**src/rtl/fetch_resp_pkg.sv**
```systemverilog
// Shared types and constants for the instruction fetch responder.
package fetch_resp_pkg;

  localparam logic [31:0] NOP_INST_DEFAULT = 32'h0000_0013;

  typedef enum logic [2:0] {
    ST_IDLE,
    ST_REQ,
    ST_WAIT,
    ST_RESP,
    ST_DRAIN
  } fetch_resp_state_e;

  // Why the last response was a fault; kept as a register for debug visibility.
  typedef enum logic [1:0] {
    FC_NONE,
    FC_MISALIGN,
    FC_TIMEOUT
  } fault_cause_e;

  // Instruction fetches must be word aligned.
  function automatic logic is_misaligned(input logic [1:0] low_bits);
    return low_bits != 2'b00;
  endfunction

endpackage

```
**src/rtl/fetch_timeout_counter.sv**
```systemverilog
// Down-counting timeout timer shared by the WAIT and DRAIN phases.
// Loaded with TIMEOUT_CYCLES on clear; expired is the terminal count (zero),
// so it asserts TIMEOUT_CYCLES enabled cycles after the clear.
module fetch_timeout_counter
  import fetch_resp_pkg::*;
#(
  parameter int unsigned TIMEOUT_CYCLES = 255
) (
  input  logic clk,
  input  logic reset,
  input  logic clear,
  input  logic enable,
  output logic expired
);

  localparam int unsigned CW = $clog2(TIMEOUT_CYCLES + 1);

  logic [CW-1:0] count_q;

  // Reload on clear, otherwise count down while enabled and hold at zero.
  always_ff @(posedge clk or posedge reset) begin
    if (reset) begin
      count_q <= CW'(TIMEOUT_CYCLES);
    end else if (clear) begin
      count_q <= CW'(TIMEOUT_CYCLES);
    end else if (enable && (count_q != '0)) begin
      count_q <= count_q - CW'(1);
    end
  end

  assign expired = (count_q == '0);

endmodule

```
**src/rtl/inst_fetch_responder.sv**
```systemverilog
// Instruction-side memory responder: turns a level-held fetch request into
// one granted memory transaction and a single-cycle dataOk_o response.
//
// state    | meaning
// ---------+-----------------------------------------------------------
// ST_IDLE  | waiting for request_i; misaligned addresses fault at once
// ST_REQ   | mem_req_o held until mem_gnt_i
// ST_WAIT  | granted, waiting for mem_rvalid_i or timeout
// ST_RESP  | dataOk_o high for this one cycle; request_i ignored
// ST_DRAIN | flushed after grant; swallow rvalid or timeout silently
module inst_fetch_responder
  import fetch_resp_pkg::*;
#(
  parameter int unsigned ADDR_WIDTH     = 32,
  parameter int unsigned TIMEOUT_CYCLES = 255,
  parameter logic [31:0] NOP_INST       = NOP_INST_DEFAULT
) (
  input  logic                  clk,
  input  logic                  reset,
  input  logic                  request_i,
  input  logic [ADDR_WIDTH-1:0] instAddr_i,
  input  logic                  flush_i,
  output logic                  dataOk_o,
  output logic [31:0]           inst_o,
  output logic [ADDR_WIDTH-1:0] instAddr_o,
  output logic                  fault_o,
  output logic                  busy_o,
  output logic                  mem_req_o,
  output logic [ADDR_WIDTH-1:0] mem_addr_o,
  input  logic                  mem_gnt_i,
  input  logic                  mem_rvalid_i,
  input  logic [31:0]           mem_rdata_i
);

  fetch_resp_state_e     state_q;
  fault_cause_e          cause_q;
  logic [ADDR_WIDTH-1:0] addr_q;
  logic                  timer_clear;
  logic                  timer_en;
  logic                  timer_expired;

  // The timeout window starts at the grant; DRAIN keeps using the same window.
  assign timer_clear = (state_q == ST_REQ) && mem_gnt_i;
  assign timer_en    = (state_q == ST_WAIT) || (state_q == ST_DRAIN);

  fetch_timeout_counter #(
    .TIMEOUT_CYCLES(TIMEOUT_CYCLES)
  ) u_timeout (
    .clk    (clk),
    .reset  (reset),
    .clear  (timer_clear),
    .enable (timer_en),
    .expired(timer_expired)
  );

  assign mem_addr_o = addr_q;
  assign fault_o    = (cause_q != FC_NONE);

  // Fetch sequencing FSM; every output is set on the transition into its state.
  always_ff @(posedge clk or posedge reset) begin
    if (reset) begin
      state_q    <= ST_IDLE;
      cause_q    <= FC_NONE;
      addr_q     <= '0;
      dataOk_o   <= 1'b0;
      inst_o     <= '0;
      instAddr_o <= '0;
      busy_o     <= 1'b0;
      mem_req_o  <= 1'b0;
    end else begin
      dataOk_o <= 1'b0;
      unique case (state_q)
        ST_IDLE: begin
          if (request_i && !flush_i) begin
            addr_q <= instAddr_i;
            busy_o <= 1'b1;
            if (is_misaligned(instAddr_i[1:0])) begin
              state_q    <= ST_RESP;
              dataOk_o   <= 1'b1;
              inst_o     <= NOP_INST;
              instAddr_o <= instAddr_i;
              cause_q    <= FC_MISALIGN;
            end else begin
              state_q   <= ST_REQ;
              mem_req_o <= 1'b1;
            end
          end
        end
        ST_REQ: begin
          if (mem_gnt_i) begin
            mem_req_o <= 1'b0;
            state_q   <= flush_i ? ST_DRAIN : ST_WAIT;
          end else if (flush_i) begin
            mem_req_o <= 1'b0;
            busy_o    <= 1'b0;
            state_q   <= ST_IDLE;
          end
        end
        ST_WAIT: begin
          if (flush_i) begin
            // Data arriving with the flush is already consumed, so no drain.
            if (mem_rvalid_i) begin
              busy_o  <= 1'b0;
              state_q <= ST_IDLE;
            end else begin
              state_q <= ST_DRAIN;
            end
          end else if (mem_rvalid_i) begin
            state_q    <= ST_RESP;
            dataOk_o   <= 1'b1;
            inst_o     <= mem_rdata_i;
            instAddr_o <= addr_q;
            cause_q    <= FC_NONE;
          end else if (timer_expired) begin
            state_q    <= ST_RESP;
            dataOk_o   <= 1'b1;
            inst_o     <= NOP_INST;
            instAddr_o <= addr_q;
            cause_q    <= FC_TIMEOUT;
          end
        end
        ST_DRAIN: begin
          if (mem_rvalid_i || timer_expired) begin
            busy_o  <= 1'b0;
            state_q <= ST_IDLE;
          end
        end
        ST_RESP: begin
          busy_o  <= 1'b0;
          state_q <= ST_IDLE;
        end
        default: begin
          busy_o    <= 1'b0;
          mem_req_o <= 1'b0;
          state_q   <= ST_IDLE;
        end
      endcase
    end
  end

endmodule
```
**config.mk**
```make
export PLATFORM = sky130hd
export DESIGN_NAME = inst_fetch_responder
export DESIGN_NICKNAME = d
export VERILOG_FILES = /design/src/rtl/fetch_resp_pkg.sv /design/src/rtl/fetch_timeout_counter.sv /design/src/rtl/inst_fetch_responder.sv
export SDC_FILE = /design/constraint.sdc
export NUM_CORES = 1
export LEC_CHECK = 0
export ABC_AREA = 1
export CAP_MARGIN = 20
export CORE_MARGIN = 2
export CORE_UTILIZATION = 46
export CTS_CLUSTER_SIZE = 8
export DETAILED_ROUTE_END_ITERATION = 7
export PLACE_DENSITY = 0.88
export SKIP_LAST_GASP = 1
export SLEW_MARGIN = 20
export SYNTH_ARGS = -nofsm -noshare
export SYNTH_HDL_FRONTEND = slang
export SYNTH_SLANG_ARGS = --single-unit
export TNS_END_PERCENT = 100
```
**constraint.sdc**
```tcl
create_clock -name clk -period 4.1 [get_ports clk]
set_clock_uncertainty 0.1 [all_clocks]
set_input_delay 0.615 -clock clk [delete_from_list [all_inputs] [get_ports clk]]
set_output_delay 0.615 -clock clk [all_outputs]
set_load 0.05 [all_outputs]
```
**Word level (Yosys, flattened, before mapping)**

Index checks and enable logic that the tools add are counted.
W data, S select, Z words.

- Add/subtract/negate cells: 1
- Equality and inequality tests: 16
- Multiplexer cells: 48
- Bitwise operators: 1
- Reductions and logical operators: 19

Operators by type and width:

| kind | number |
|---|---|
| $mux W32 | 10 |
| $pmux W32 S2 | 2 |
| $mux W3 | 9 |
| $mux W8 | 2 |
| $ne A2 B2 Y1 const B | 8 |
| $mux W1 | 14 |
| $mux W2 | 6 |
| $pmux W3 S4 | 1 |
| $logic_not A8 Y1 | 1 |
| $reduce_and A4 Y1 | 2 |
| $reduce_bool A2 Y1 | 4 |
| $reduce_bool A8 Y1 | 1 |
| $sub A8 B1 Y8 const B | 1 |
| $eq A3 B2 Y1 const B | 2 |
| $ne A3 B3 Y1 const B | 2 |
| $reduce_and A6 Y1 | 1 |
| $reduce_and A5 Y1 | 1 |
| $ne A4 B4 Y1 const B | 1 |
| $pmux W1 S4 | 1 |
| $pmux W2 S2 | 1 |
| $eq A3 B1 Y1 const B | 1 |
| $eq A3 B3 Y1 const B | 1 |
| $logic_and A1 B1 Y1 | 3 |
| $logic_not A3 Y1 | 1 |
| 8 further kinds | 9 |

- Flip-flop bits (word level): 112
- Input bits: 70
- Output and inout bits: 100

**Logic depth before layout (Yosys ltp)**

- Depth after elaboration: 5
- Mapped depth: 12
- Mapped depth without buffers: 11

**Hierarchy**

From an unflattened synthesis, not the netlist that was laid out.

- Cells, all modules: 640
- Area total of the unflattened synthesis: 5217.5 um^2

By module, submodules not included:

| module | instances | cells each | area an instance (um^2) | seq. area each (um^2) |
|---|---|---|---|---|
| inst_fetch_responder | 1 | 562 | 4663.2 | 2602.5 |
| fetch_timeout_counter | 1 | 78 | 554.3 | 210.2 |

**Worst setup path after synthesis**

Ideal clock, no wire load.

- Kind: reg2reg
- Start: register u_timeout.count_q[0]
- End: register inst_o[10]
- Library setup time: 0.066 ns
- Arrival: 1.587 ns
- Required time: 3.934 ns
- Setup slack: 2.347 ns
- Cell stages (with the launch flop): 13
- Clock period less this slack: 1.753 ns
- Path through: dfstp_2 > inv_1 > ha_1 > inv_1 > nor2_1 > nand2_1 > nand2_1 > nand2_1 > nand2_2 > inv_2 > buf_2 > nand2_1 > nand2_1

- Word-level cells in the longest chain between the ends: 3

RTL lines:

| item | line | text |
|---|---|---|
| from (decl) | fetch_timeout_counter.sv:18 | `logic [CW-1:0] count_q;` |
| from (signal assigned) | fetch_timeout_counter.sv:23 | `count_q <= CW'(TIMEOUT_CYCLES);` |
| from (signal assigned) | fetch_timeout_counter.sv:25 | `count_q <= CW'(TIMEOUT_CYCLES);` |
| from (signal assigned) | fetch_timeout_counter.sv:27 | `count_q <= count_q - CW'(1);` |
| $logic_not A8 Y1 | fetch_timeout_counter.sv:31 | `assign expired = (count_q == '0);` |
| $ne A3 B3 Y1 (no line) | - |  |
| $reduce_and A5 Y1 (no line) | - |  |
| to (signal assigned) | inst_fetch_responder.sv:111 | `inst_o <= mem_rdata_i;` |
| to (decl) | inst_fetch_responder.sv:24 | `output logic [31:0] inst_o,` |

No other way between the ends.
A chain may end at the register's enable or synchronous reset.

**Final worst setup path**

- Start: register u_timeout.count_q[0]
- End: register inst_o[27]

Same word-level chain as after synthesis.

==> results.txt <==
status -> complete, no violations
CP required -> 4.29 ns
Pwr per Cell Area -> 863 nW/um2
full die area -> 11600 um2
# Post-CTS Setup Buffers -> 0
cell depth of the worst flop-to-flop path -> 11
Total Wirelength -> 12.6 mm
Worst Hold Launch -> instAddr_o[28]
total gr overflow -> 0
1st-pass router iterations -> 5
Arrival @ worst endpoint -> 2.71 ns
crit path kind -> reg2reg
Hold Crit Class -> reg2reg
RePlAce Congestion -> 0.882
top cell type's share of synthesized area -> 52.5%
Setup TNS -> 0 ns
sequential element share of the synthesized area -> 56.7%
Synth Instances -> 613
gr usage total -> 21.6%
Area Overhead vs Synth -> 39.1%
Post-layout nets -> 838
fmax -> 396 MHz
period utilisation layout -> 61.6%
number of global-route vias before repair -> 4333
Hold Path Sink -> instAddr_o[28]
FFs w/ async S/R, synth -> 100%
Starting Density -> 47.6%
Chip Height -> 108 um
average wire per standard cell -> 13.8 um
worst slack, placed -> 1.38 ns
CTS tree -> yes
Final Instance Area -> 6900 um2
maximum VDD drop -> 0.000497 V
Synthesized Nets -> 684
area of the mapped netlist -> 4960 um2
first-pass GRT wire length -> 19.9 mm
Yosys warnings -> 0
Worst-Skew Late Latency -> 0.36 ns
#FFs+latches synth -> 112
leading area contributor after synthesis -> dfrtp_1
# rows -> 37
placed cell area -> 6710 um2
CTS sink cnt -> 112
area of the multi-input gates -> 1780 um2
Antenna Cells -> 0
pins over their slew limit -> 0
DRC viols -> 0
via count -> 4518
cts bufs inserted -> 9
setup repair after global routing missed its margin -> no
Rel. slew slack -> 31.4%
post_cts resized -> 0
1st-iter DRT viols -> 319
final setup fails -> 0
hold path cells -> 2
Unique masters post-synth -> 21
syn avg cell area -> 8.09 um2
Reg clk slew, reported paths -> 0.10 ns
reg2reg start -> u_timeout.count_q[0]
startpoint types -> flip-flop
endpoint type of the worst setup path -> flip-flop
CP peak stage delay -> 0.70 ns
IO Pins -> 170
Final Critical Period -> 2.52 ns
terminus of the critical flop-to-flop path -> inst_o[27]
Die Span X -> 108 um
Pleak -> 3.47 nW
CORE AREA -> 10400 um2
Hold Buf Count CTS -> 0
share of cells above drive strength 1 -> 5.05%
flop2flop setup slack -> 1.58 ns
Port Buf Inserts -> 169
CP cell instances -> inv_1 -> ha_1 -> inv_1 -> nor2_1 -> nand2_1 -> nand2_1 -> nand2_1 -> nand2_2 -> inv_2 -> nand2_1 -> nand2_1
clock tree buffer depth -> 2
antenna violations before repair -> 1
Critical Path Most Common Cell -> nand2_1
root buffer cell -> clkbuf_8
Setup WS post-layout -> 1.58 ns
largest net degree at the start of global routing -> 69
DRT antenna net count -> 0
DP Wirelength -> 8.78 mm
worst slew pin tran -> 1.03 ns
Fin. Hold Viols -> 0
FILL cells -> 853
number of max-cap violations -> 0
dominant cells by area after synthesis -> dfrtp_1 (52%), nand2_1 (18%), o21ai_0 (5.6%), nand3_1 (4.3%), dfstp_2 (4.2%)
Crit-path slowest cell -> inv_2
H-tree depth -> 3
register area -> 2810 um2
Post-synth EDFFs -> 0
vias per cell -> 4.98
Synth Flop Type -> dfrtp_1
CP max FO -> 64
==> synth_stat cells (6+ instances only) <==
| library cell | n |
|---|---|
| dfstp_2 | 8 |
| dfrtp_1 | 104 |
| nor2_1 | 38 |
| nand2_1 | 238 |
| a21oi_1 | 25 |
| clkbuf_1 | 6 |
| nand3_1 | 43 |
| buf_2 | 21 |
| inv_1 | 53 |
| o21ai_0 | 55 |
==> power by group <==
part | switching (mW) | internal, mW | total (mW)
registers | 0.293 | 1.58 | 1.87
logic | 2.39 | 1.07 | 3.45
clock network | 0.355 | 0.269 | 0.624
total | 3.03 | 2.92 | 5.95
==> kinds of logic (layout without fill, tap and decap cells) <==
| family | after synthesis | in the layout | synth area share (%) |
|---|---|---|---|
| XOR/XNOR | 2 | 2 | 0.353 |
| AND/OR/NAND/NOR | 328 | 328 | 26.5 |
| buffers and inverters | 86 | 245 | 7.50 |
| adder cells (fa/ha/maj) | 1 | 1 | 0.252 |
| AO/OA/AOI/OAI | 84 | 84 | 8.63 |
| flip-flops | 112 | 112 | 56.7 |
==> cells in the final DEF, fill, tap and decap left out, drive strengths merged <==
master,netlist,final
o21ai,58,58
nand2,240,240
nor2,41,41
o211ai,1,1
dfstp,8,8
nand4,2,2
nand3,43,43
ha,1,1
nand3b,2,2
dfrtp,104,104
clkbuf,6,13
a21oi,25,25
inv,56,56
clkinv,0,3
clkdlybuf4s50,0,169
buf,24,4
xor2,2,2
==> metal layers <==
metal	track usage, %	part of all wire [%]	vias up
li1	-	-	2214
met1	27.1	42	2146
met2	37.6	50	152
met3	4.54	6.5	6
met4	6.41	0.81	0
met5	0	0	-
==> worst max-delay path by stage <==
| stage | slack [ns] | to | start | depth (start not counted) |
|---|---|---|---|---|
| after floorplan | 0.44 | busy_o | reset | 1 |
| after global placement | 1.48 | inst_o[31] | flush_i | 7 |
| after detailed placement | 1.38 | mem_addr_o[9] | flush_i | 4 |
| after CTS | 1.55 | instAddr_o[14] | u_timeout.count_q[0] | 11 |
| after global routing | 1.38 | inst_o[21] | u_timeout.count_q[0] | 11 |
| final | 1.58 | inst_o[27] | u_timeout.count_q[0] | 11 |
==> per-stage QoR <==
stage                     hold WS [ns]  total power, mW  std cells  util, %
after CTS                        0.382             5.98        908     66.2
after global routing             0.409             6.29        908     66.2
final                            0.374             5.95        908     66.2
after detailed placement         0.357             5.35        892     64.4
after global placement           0.354             5.25        892     64.4
after floorplan                  0.361             4.19        613        -
==> flip-flops by register name (all words and copies together) (netlist names) <==
name / cells
state_q: 3
instAddr_o: 32
busy_o: 1
cause_q: 2
mem_req_o: 1
mem_addr_o: 32
dataOk_o: 1
u_timeout.count_q: 8
inst_o: 32
==> critical path: cells and delay by family (launching register included) <==
family                     cells  cell delay, ns
adders and majority gates      1            0.25
and+or+nand+nor                7            0.64
DFF                            1            0.53
buffers and inverters          3            0.87
==> area by class of cell <==
class	instances	area share, %
Timing Repair Buffer	173	25.1
Clock inverter	3	0.218
Inverter	56	3.08
Sequential cell	112	40.8
Multi-Input combinational cell	415	25.9
Tap cell	136	2.47
Clock buffer	13	2.45
(Power assumes the default switching activity.)
